--- src/rtl/gelato_warp_ctrl.sv ---
// gelato_warp_ctrl
// Per-warp lifecycle controller for the Gelato frontend. Each warp moves
// through IDLE -> READY -> INFLIGHT -> {READY, BRWAIT, BARRIER, IDLE}.
// BRWAIT returns to READY on branch resolve. BARRIER returns to READY on
// a CTA-wide release. Only READY warps are fetch-eligible, so a warp has
// at most one fetch outstanding.
//
// Ports:
//   clk, rst_n        clock, asynchronous active-low reset
//   rdy               global enable; low freezes all state, inputs ignored
//   launch_valid/warp dispatcher start request; launch_ready is the
//                     combinational accept (rdy && warp IDLE)
//   grant_valid/warp  fetch scheduler issued a PC for a warp
//   dec_valid/warp/kind  decoded instruction kind
//                     (0 normal, 1 branch, 2 barrier, 3 exit)
//   br_valid/warp     branch unit resolved a warp's branch
//   fetch_eligible    bit i set when warp i is READY
//   active_cnt        number of non-IDLE warps
//   all_idle          active_cnt == 0
//   err               sticky protocol-violation flag
module gelato_warp_ctrl #(
  parameter int unsigned WARP_NUM   = 32,
  parameter int unsigned WARP_NUM_W = 5
) (
  input  logic                  clk,
  input  logic                  rst_n,
  input  logic                  rdy,
  input  logic                  launch_valid,
  input  logic [WARP_NUM_W-1:0] launch_warp,
  output logic                  launch_ready,
  input  logic                  grant_valid,
  input  logic [WARP_NUM_W-1:0] grant_warp,
  input  logic                  dec_valid,
  input  logic [WARP_NUM_W-1:0] dec_warp,
  input  logic [1:0]            dec_kind,
  input  logic                  br_valid,
  input  logic [WARP_NUM_W-1:0] br_warp,
  output logic [WARP_NUM-1:0]   fetch_eligible,
  output logic [WARP_NUM_W:0]   active_cnt,
  output logic                  all_idle,
  output logic                  err
);

  typedef enum logic [2:0] {
    IDLE     = 3'd0,
    READY    = 3'd1,
    INFLIGHT = 3'd2,
    BRWAIT   = 3'd3,
    BARRIER  = 3'd4
  } warp_state_e;

  typedef enum logic [1:0] {
    KIND_NORMAL  = 2'd0,
    KIND_BRANCH  = 2'd1,
    KIND_BARRIER = 2'd2,
    KIND_EXIT    = 2'd3
  } dec_kind_e;

  localparam logic [WARP_NUM_W:0] CNT_ONE = {{WARP_NUM_W{1'b0}}, 1'b1};

  warp_state_e state_q   [WARP_NUM];
  warp_state_e state_nxt [WARP_NUM];

  logic                release_pend_q;
  logic                release_cond;
  logic                err_set;
  logic [WARP_NUM_W:0] barrier_cnt;

  // Population counts and eligibility mask come from registered state only.
  always_comb begin
    active_cnt     = '0;
    barrier_cnt    = '0;
    fetch_eligible = '0;
    for (int unsigned i = 0; i < WARP_NUM; i++) begin
      if (state_q[i] != IDLE)    active_cnt  = active_cnt + CNT_ONE;
      if (state_q[i] == BARRIER) barrier_cnt = barrier_cnt + CNT_ONE;
      fetch_eligible[i] = (state_q[i] == READY);
    end
  end

  assign all_idle     = (active_cnt == '0);
  assign launch_ready = rdy && (state_q[launch_warp] == IDLE);

  // Every warp still alive is parked at the barrier.
  assign release_cond = (active_cnt != '0) && (barrier_cnt == active_cnt) &&
                        (barrier_cnt != '0);

  // Each channel's legality is tested against registered state, and the
  // legal source state of every channel is distinct (IDLE, READY, INFLIGHT,
  // BRWAIT). So when several channels hit one warp, at most one is legal and
  // only that one writes the entry. Release only touches BARRIER warps, which
  // no channel can legally target.
  always_comb begin
    state_nxt = state_q;
    err_set   = 1'b0;

    if (release_pend_q) begin
      for (int unsigned i = 0; i < WARP_NUM; i++) begin
        if (state_q[i] == BARRIER) state_nxt[i] = READY;
      end
    end

    if (launch_valid) begin
      if (state_q[launch_warp] == IDLE) state_nxt[launch_warp] = READY;
      else                              err_set = 1'b1;
    end

    if (grant_valid) begin
      if (state_q[grant_warp] == READY) state_nxt[grant_warp] = INFLIGHT;
      else                              err_set = 1'b1;
    end

    if (dec_valid) begin
      if (state_q[dec_warp] == INFLIGHT) begin
        unique case (dec_kind_e'(dec_kind))
          KIND_NORMAL:  state_nxt[dec_warp] = READY;
          KIND_BRANCH:  state_nxt[dec_warp] = BRWAIT;
          KIND_BARRIER: state_nxt[dec_warp] = BARRIER;
          KIND_EXIT:    state_nxt[dec_warp] = IDLE;
          default:      state_nxt[dec_warp] = state_q[dec_warp];
        endcase
      end else begin
        err_set = 1'b1;
      end
    end

    if (br_valid) begin
      if (state_q[br_warp] == BRWAIT) state_nxt[br_warp] = READY;
      else                            err_set = 1'b1;
    end
  end

  always_ff @(posedge clk or negedge rst_n) begin
    if (!rst_n) begin
      for (int unsigned i = 0; i < WARP_NUM; i++) state_q[i] <= IDLE;
      release_pend_q <= 1'b0;
      err            <= 1'b0;
    end else if (rdy) begin
      state_q <= state_nxt;
      // A release pulse lasts exactly one cycle. Without the clear, the
      // still-registered BARRIER warps would re-arm it on the firing edge.
      release_pend_q <= release_pend_q ? 1'b0 : release_cond;
      err            <= err | err_set;
    end
  end

endmodule

--- config.mk ---
export PLATFORM = sky130hd
export DESIGN_NAME = gelato_warp_ctrl
export DESIGN_NICKNAME = d
export VERILOG_FILES = /design/src/rtl/gelato_warp_ctrl.sv
export SDC_FILE = /design/constraint.sdc
export NUM_CORES = 1
export LEC_CHECK = 0
export CAP_MARGIN = 0
export CORE_MARGIN = 1.5
export CORE_UTILIZATION = 55
export CTS_CLUSTER_SIZE = 24
export DETAILED_ROUTE_END_ITERATION = 7
export PLACE_DENSITY_LB_ADDON = 0.2
export SLEW_MARGIN = 20
export SYNTH_ARGS = -nofsm -noshare
export SYNTH_HDL_FRONTEND = slang
export SYNTH_SLANG_ARGS = --single-unit
--- constraint.sdc ---
create_clock -name clk -period 34.1 [get_ports clk]
set_input_delay 3.41 -clock clk [delete_from_list [all_inputs] [get_ports clk]]
set_output_delay 3.41 -clock clk [all_outputs]
set_load 0.005 [all_outputs]
* After elaboration in Yosys (flattened, before gate mapping) *
Cells that the tools add are included.

word-level totals
  register bits after elaboration = 98
  bits of input ports = 29
  memory bits (read-only) = 0
  RAM bits = 0
  memories = 0
  latch bits = 0
  output and inout bits = 41
  word-level logic and storage cells = 379

cells by class
  divide/modulo/power cells = 0
  magnitude comparators = 8
  reductions and logical operators = 44
  equality and inequality tests = 71
  multipliers = 0
  bitwise gates (word level) = 25
  add/subtract/negate cells = 62
  muxes and demuxes = 135
  shifts and indexed selects = 0

operator list
  kind                                                                   count
  96-bit 2-to-1 mux                                                      9
  96-bit one-hot mux with 4 select lines                                 1
  6-bit by 1-bit adder with 6-bit output (second input constant)         62
  6-bit 2-to-1 mux                                                       62
  64-bit AND                                                             5
  64-bit NOT                                                             5
  32-bit bitwise OR                                                      5
  3-bit 2-to-1 mux                                                       44
  3-bit by 1-bit == test with 1-bit output (second input constant)       33
  96-bit AND                                                             1
  3-bit == test (second input constant)                                  32
  96-bit NOT                                                             1
  3-bit nonzero test                                                     32
  64-bit bitwise OR                                                      1
  3-bit binary-select mux with 5-bit select                              4
  3-bit demux with 5-bit select                                          4
  32-bit AND                                                             1
  32-bit NOT                                                             1
  6-bit >= comparator (second input constant)                            4
  6-bit by 1-bit < comparator with 1-bit output (second input constant)  4
  5-bit NOT with 6-bit output                                            4
  6-bit nonzero test                                                     2
  1-bit 2-to-1 mux                                                       11
  1-bit logical AND                                                      7
  8 further kinds                                                        10

* Logic depth before layout (Yosys ltp) *
Gate-level depths: netlist of run 1.

  depth in word-level cells = 68
  gate-level depth with buffers = 102
  mapped depth without buffers = 101

* Worst setup path after synthesis of run 1 *
OpenSTA, ideal clock, no wires.

  path type = flip-flop to output port
  start point = register state_q[90] in the netlist's numbering
  end point = output all_idle
  path buffers = 2
  required time = 30.690 ns
  slack = 13.977 ns
  cell stages (with the launch flop) = 100
  arrival time = 16.713 ns
  path through = dfrtp_1 or3_1 clkbuf_1 inv_2 ha_1 buf_1 xnor2_1 inv_1 ha_1 and2_0 a31oi_1 inv_1 ha_1 nor2_1 a21oi_1 ha_1 nor2_1 nand2_1 (+64 left out) o21ai_0 ha_1 nand2_1 o21ai_1 ha_1 nand2_1 nand2_1 ha_1 mux2i_1 inv_1 ha_1 nand2_1 nor2b_1 maj3_1 mux2_2 xnor3_1 or3_1 nor2_1

on the way
  cells in the longest elaborated chain, start to end = 63

ends and longest elaborated chain
  what                                    RTL line  RTL
  start: declaration                      61        warp_state_e state_q [WARP_NUM];
  start signal: assignment                139       state_q <= state_nxt;
  3-bit nonzero test *                    75        if (state_q[i] != IDLE) active_cnt = active_cnt + CNT_ONE;
  6-bit 2-to-1 mux *                      75
  6-bit by 1-bit adder with 6-bit output  75
  6-bit 2-to-1 mux *                      75
  6-bit by 1-bit adder with 6-bit output  75
  6-bit 2-to-1 mux *                      75
  6-bit by 1-bit adder with 6-bit output  75
  6-bit 2-to-1 mux *                      75
  (+48 left out)                          n/a
  6-bit by 1-bit adder with 6-bit output  75
  6-bit 2-to-1 mux *                      75
  6-bit by 1-bit adder with 6-bit output  75
  6-bit 2-to-1 mux *                      75
  6-bit by 1-bit adder with 6-bit output  75
  6-bit 2-to-1 mux *                      75
  net active_cnt[4]                       39        output logic [WARP_NUM_W:0] active_cnt,
  6-bit logical NOT *                     81        assign all_idle = (active_cnt == '0);
  end: declaration                        40        output logic all_idle,

Mark *: on every way through the listed nets, which the timed path passes. The rest lies on a longest branch.

* Worst setup path after layout of run 1 *
  start point = register state_q[90] in the netlist's numbering
  end point = output all_idle

on the way
  cells in the longest elaborated chain, start to end = 63

ends and longest elaborated chain
  what                                    RTL line
  3-bit nonzero test *                    75
  6-bit 2-to-1 mux *                      75
  6-bit by 1-bit adder with 6-bit output  75
  6-bit 2-to-1 mux *                      75
  6-bit by 1-bit adder with 6-bit output  75
  6-bit 2-to-1 mux *                      75
  6-bit by 1-bit adder with 6-bit output  75
  6-bit 2-to-1 mux *                      75
  (+47 left out)                          n/a
  6-bit 2-to-1 mux *                      75
  6-bit by 1-bit adder with 6-bit output  75
  6-bit 2-to-1 mux *                      75
  6-bit by 1-bit adder with 6-bit output  75
  6-bit 2-to-1 mux *                      75
  6-bit by 1-bit adder with 6-bit output  75
  6-bit 2-to-1 mux *                      75
  6-bit logical NOT *                     81

Every way passes the cells marked *; elsewhere a longest branch is shown, timed or not.

==> results of run 1 <==
sequential cells by signal (all words and copies together), names as in the netlist:
name / cells
err: 1
release_pend_q: 1
state_q: 96
worst register-to-register path, delay by kind of cell (launching register included):
family          cells  cell delay (ps)
fa+ha+maj          28             8130
compound gates     28             5520
simple gates       23             3880
mux                11             2720
xor+xnor            4              990
buf+inv             5              490
flops               1              470
how the worst max path moves through the flow:
stage | from | end | slack [ps] | cells past startpoint
6_report | state_q[90] | all_idle | 10710 | 98
5_1_grt | state_q[90] | all_idle | 9190 | 98
4_1_cts | state_q[90] | all_idle | 11020 | 98
3_5_place_dp | state_q[90] | all_idle | 11480 | 98
3_3_place_gp | state_q[90] | all_idle | 12240 | 98
2_1_floorplan | state_q[90] | all_idle | 13980 | 99
layout make-up:
cell class                      count  share of cell area, %
Multi-Input combinational cell   2172                   77.5
Sequential cell                    98                   12.6
Timing Repair Buffer               84                   4.02
Tap cell                          442                   2.85
Clock buffer                       10                   1.23
Inverter                           58                   1.12
Clock inverter                      6                  0.702
Antenna cell                        1                 0.0129
stage by stage:
step / hold slack, ps / instances / utilization (%) / setup WS, ps / area (sq um)
floorplan: 468 / 2515 / - / 13980 / 18400
global placement: 468 / 2854 / 58.1 / 12240 / 19100
detailed placement: 461 / 2854 / 58.1 / 11480 / 19100
CTS: 487 / 2870 / 59.3 / 11020 / 19400
global route: 524 / 2870 / 59.3 / 9190 / 19400
finish: 483 / 2871 / 59.3 / 10710 / 19400
synthesized netlist by cell type (all sizes together), types with 35 or more instances:
cell type	instances	share of area [%]
nor3	97	2.9
inv	57	1.2
nand2	289	5.9
mux4	39	4.8
nor3b	51	2.3
a21oi	168	4.6
nand3	81	2.3
xnor2	182	11
ha	62	4.2
o21ai	238	6.5
and2	38	1.3
nor2	270	5.5
buf	35	0.87
clkbuf	152	3.1
xor2	74	3.9
or3	47	1.6
dfrtp	98	13
cells by family (layout without fill, tap and decap cells):
kind of cell	after synthesis	count (layout)
simple gates	1028	1028
buf+inv	245	158
xor+xnor	278	278
fa+ha+maj	63	63
flops	98	98
mux	85	85
other cells	0	1
compound gates	718	718
layer usage:
layer,routed length [um],track usage [%],vias up
li1,-,-,8994
met4,2910,15.6,0
met1,26900,52.5,9454
met2,27100,55.6,1296
met5,0,0,-
met3,7250,5.73,239
==> results.cfg, run 1 <==
[yosys]
syn_area_sq_um = 18400
syn_avg_cell_area_sq_um = 7.33
yosys_warnings = 0
synthSimpleGateAreaFrac_pct = 28.0
syn-num-nets = 2606
synthFlopType = dfrtp_1
synth_edf_count = 0
muxShareOfSynthArea_pct = 7.39
postSynthCellCount = 2515
synth_top_family_by_area = simple AND/OR/NAND/NOR gates
synth_compound_area_share_pct = 24.8
ys_ff_latch = 98
synth-adder-area-share_pct = 4.26
synth_xor_area_share_pct = 17.2
ys_seq_area_share_pct = 13.3
synth.distinct_cells = 104
async_flop_share_pct = 100

[cts]
post_cts_buffers = 0
clock_path_buffers = 2
clock_latency_ps = 370
clockRootBuffer = clkbuf_16
cts_max_level = 3
cts_tree = built
cts.repair.resized = 0
cts_buffers = 9
cts_sinks = 98
postCtsHoldBufs = 0
path_clk_slew_ps = 70

[final_layout]
ff_latch_area_sq_um = 2450
multiInputGateArea_sq_um = 15100
mostFrequentLayoutCells = nand2_1 (288), nor2_1 (268), o21ai_0 (226), a21oi_1 (168), xnor2_1 (150)
layout_commonest_cell = nand2_1
fillers = 3046
final_nets = 2514
area_delta_synth_final_pct = 5.47
drive_gt1_share_pct = 7.99

[detailed_routing]
drc = 2
drt-total-wl_um = 64200
vias = 20000
initialDrtViolationCount = 2809
via_per_inst = 6.96
antenna_left = 0
wl_per_cell_um = 22.4
drt-pass1-iter-count = 8

[sta]
period_needed_ps = 23390
fin_setup_tns_ps = 0
setup_viol = 0
hold_viol_final = 0
fin_crit_sh_pct = 68.6
fmax_mhz = 42.8
rsz0062_at_grt = no
worst_pin_slew_ps = 1220
fin_skew_ps = 11.2
max_slew_margin_pct = 18.3
slew_viol_final = 0

[setup_path]
cp_slowest_cell = or3_1
rr_endpoint = release_pend_q
r2r_slack_ps = 11850
rr_startpoint = state_q[94]
path_max_fanout = 13
crit_family = adder cells
crit_path_max_incr_delay_ps = 520
critPathArrivalTime_ps = 19980
start_kind = flop
crit_type = flop to primary output
crit_top_cell = ha_1
cp-end-kind = primary output
crit_buf_inv = 6
rr_worst_depth = 99
cp_data_required_time_ps = 30690

[grt]
grt_usage_pct = 37.0
grt_overflow = 0
grt_pass1_vias = 17900
antenna_found_initial = 0
grt_pass1_wl_um = 100000
grt_max_degree = 84

[outcome]
failed_checks = design-rule violations
status = finished, violations left

[hold_path]
hold_start = err
worstHoldPathCells = 1
hp-class = flop to flop
hold_end = err

[place]
portBuffers = 69
gp_congestion = 0.961
place_hpwl_um = 46900

[floorplan]
die_area_sq_um = 34600
rows = 66
die_h_um = 186
io_pins = 70
coreArea_sq_um = 32800
start_util_pct = 56.2
dieWidth_um = 186

[run]
maxCapViolations = 0
Power of run 1 is not shown: default switching activity piles up to over one toggle a cycle in this logic, so the estimate is an artifact.
==> inputs of run 2 (changes only) <==
clock period = 22.4 ns   (was 34.1 ns; I/O delays follow)
==> run 2 against run 1 <==
The flow now finishes without violations. Die area stayed put. Global-route usage is essentially flat. Critical path type is now flop to flop. Largest cell class unchanged. Highest routed layer unchanged. Clock skew increased by 3.2 ps. Via count hardly changed. Register-to-register slack got worse by 11000 ps.
==> results.cfg, run 2 (synthesis gave the netlist of run 1 again) <==
[sta]
fin_hold_ws_ps = 512
worst_pin_slew_ps = 1310
fmax_mhz = 47.2
slew_viol_final = 0
max_slew_margin_pct = 12.2
hold_viol_final = 0
fin_ws_ps = 1210
period_needed_ps = 21190
fin_skew_ps = 14.4
fin_crit_sh_pct = 94.6
setup_viol = 0

[place]
portBuffers = 69
dp_slack_ps = 856
placed_area_sq_um = 19100
place_hpwl_um = 46600
gp_congestion = 0.977

[grt]
antenna_found_initial = 0
grt_max_degree = 71
grt_pass1_vias = 18200
grt_usage_pct = 37.0
grt_pass1_wl_um = 100000
grt_overflow = 0

[run]
maxCapViolations = 0

[floorplan]
start_util_pct = 56.2
coreArea_sq_um = 32800
die_h_um = 186
die_area_sq_um = 34600
rows = 66
io_pins = 70
dieWidth_um = 186

[setup_path]
crit_type = flop to flop
crit_family = adder cells
cp_data_required_time_ps = 22700
start_kind = flop
crit_top_cell = ha_1
crit_path_max_incr_delay_ps = 630
cp-end-kind = flop
cp_slowest_cell = or4b_2
crit_buf_inv = 5
path_max_fanout = 7
critPathArrivalTime_ps = 21490

[final_layout]
top_regs = state_q: 96 flops, err: 1 flops, release_pend_q: 1 flops
area_delta_synth_final_pct = 6.20
drive_gt1_share_pct = 9.28
regMostFlops = state_q
fillers = 3038
largest_reg_flops = 96
final_nets = 2521
final_area_sq_um = 19600
diodes = 0
layout_commonest_cell = nand2_1
mostFrequentLayoutCells = nand2_1 (288), nor2_1 (268), o21ai_0 (225), a21oi_1 (160), xnor2_1 (147)

[cts]
cts_sinks = 98
postCtsHoldBufs = 0
path_clk_slew_ps = 70
cts_tree = built
cts_max_level = 3
clock_path_buffers = 2
clockRootBuffer = clkbuf_16
clock_latency_ps = 370
cts_buffers = 9

[detailed_routing]
antenna_left = 0
wl_per_cell_um = 22.2
drc = 0
via_per_inst = 6.94
drt-pass1-iter-count = 6
drt-total-wl_um = 63900
initialDrtViolationCount = 2746
vias = 20000

[hold_path]
hp-class = flop to flop

[outcome]
status = complete, no violations
==> run 2: worst register-to-register path: cells and delay by family, from the launching register on <==
| kind | cells | cell delay [ps] |
|---|---|---|
| compound gates | 29 | 4870 |
| xor+xnor | 2 | 410 |
| fa+ha+maj | 29 | 8480 |
| buf+inv | 5 | 480 |
| flops | 1 | 480 |
| mux | 11 | 2810 |
| simple gates | 23 | 3660 |
==> run 2: timing repair <==
action,4_1_cts,5_1_grt
endpoints found under the setup margin,0,7
buffers inserted,0,5
gates resized for setup,0,30
==> run 2: worst paths after layout <==
| check | from | to | slack (ps) | cells past startpoint |
|---|---|---|---|---|
| max | state_q[94] | release_pend_q | 1210 | 99 |
| min | err | err | 510 | 1 |
| max reg2reg | state_q[94] | release_pend_q | 1210 | 99 |
| min reg2reg | err | err | 510 | 1 |
| max in group asynchronous | rst_n | state_q[69] | 19340 | 2 |
| min in group asynchronous | rst_n | state_q[7] | 1850 | 1 |
==> run 2: area by class of cell <==
| type | count | area (sq um) | share of cell area, % |
|---|---|---|---|
| multi-input combinational | 2172 | 15200 | 77.7 |
| sequential | 98 | 2450 | 12.5 |
| timing repair buffer | 91 | 833 | 4.26 |
| tap | 442 | 553 | 2.83 |
| clock buffer | 11 | 233 | 1.19 |
| inverter | 58 | 218 | 1.11 |
| clock inverter | 5 | 78.8 | 0.403 |
==> run 2: stage by stage <==
step / utilization (%) / TNS (ps) / cells
after floorplan: - / 0 / 2515
after global placement: 58.2 / 0 / 2856
after detailed placement: 58.2 / 0 / 2856
after CTS: 59.1 / 0 / 2872
after global routing: 59.7 / -48.9 / 2877
final: 59.7 / 0 / 2877
==> run 2: metal layers <==
| metal | routed length, um | part of all wire [%] | track usage [%] | vias up |
|---|---|---|---|---|
| met1 | 26500 | 41 | 51.7 | 9358 |
| met2 | 27100 | 42 | 55.7 | 1362 |
| met5 | 0 | 0 | 0 | - |
| met3 | 7510 | 12 | 6.79 | 233 |
| li1 | - | - | - | 9011 |
| met4 | 2820 | 4.4 | 15.5 | 0 |
Power of run 2 is left out for the same reason.
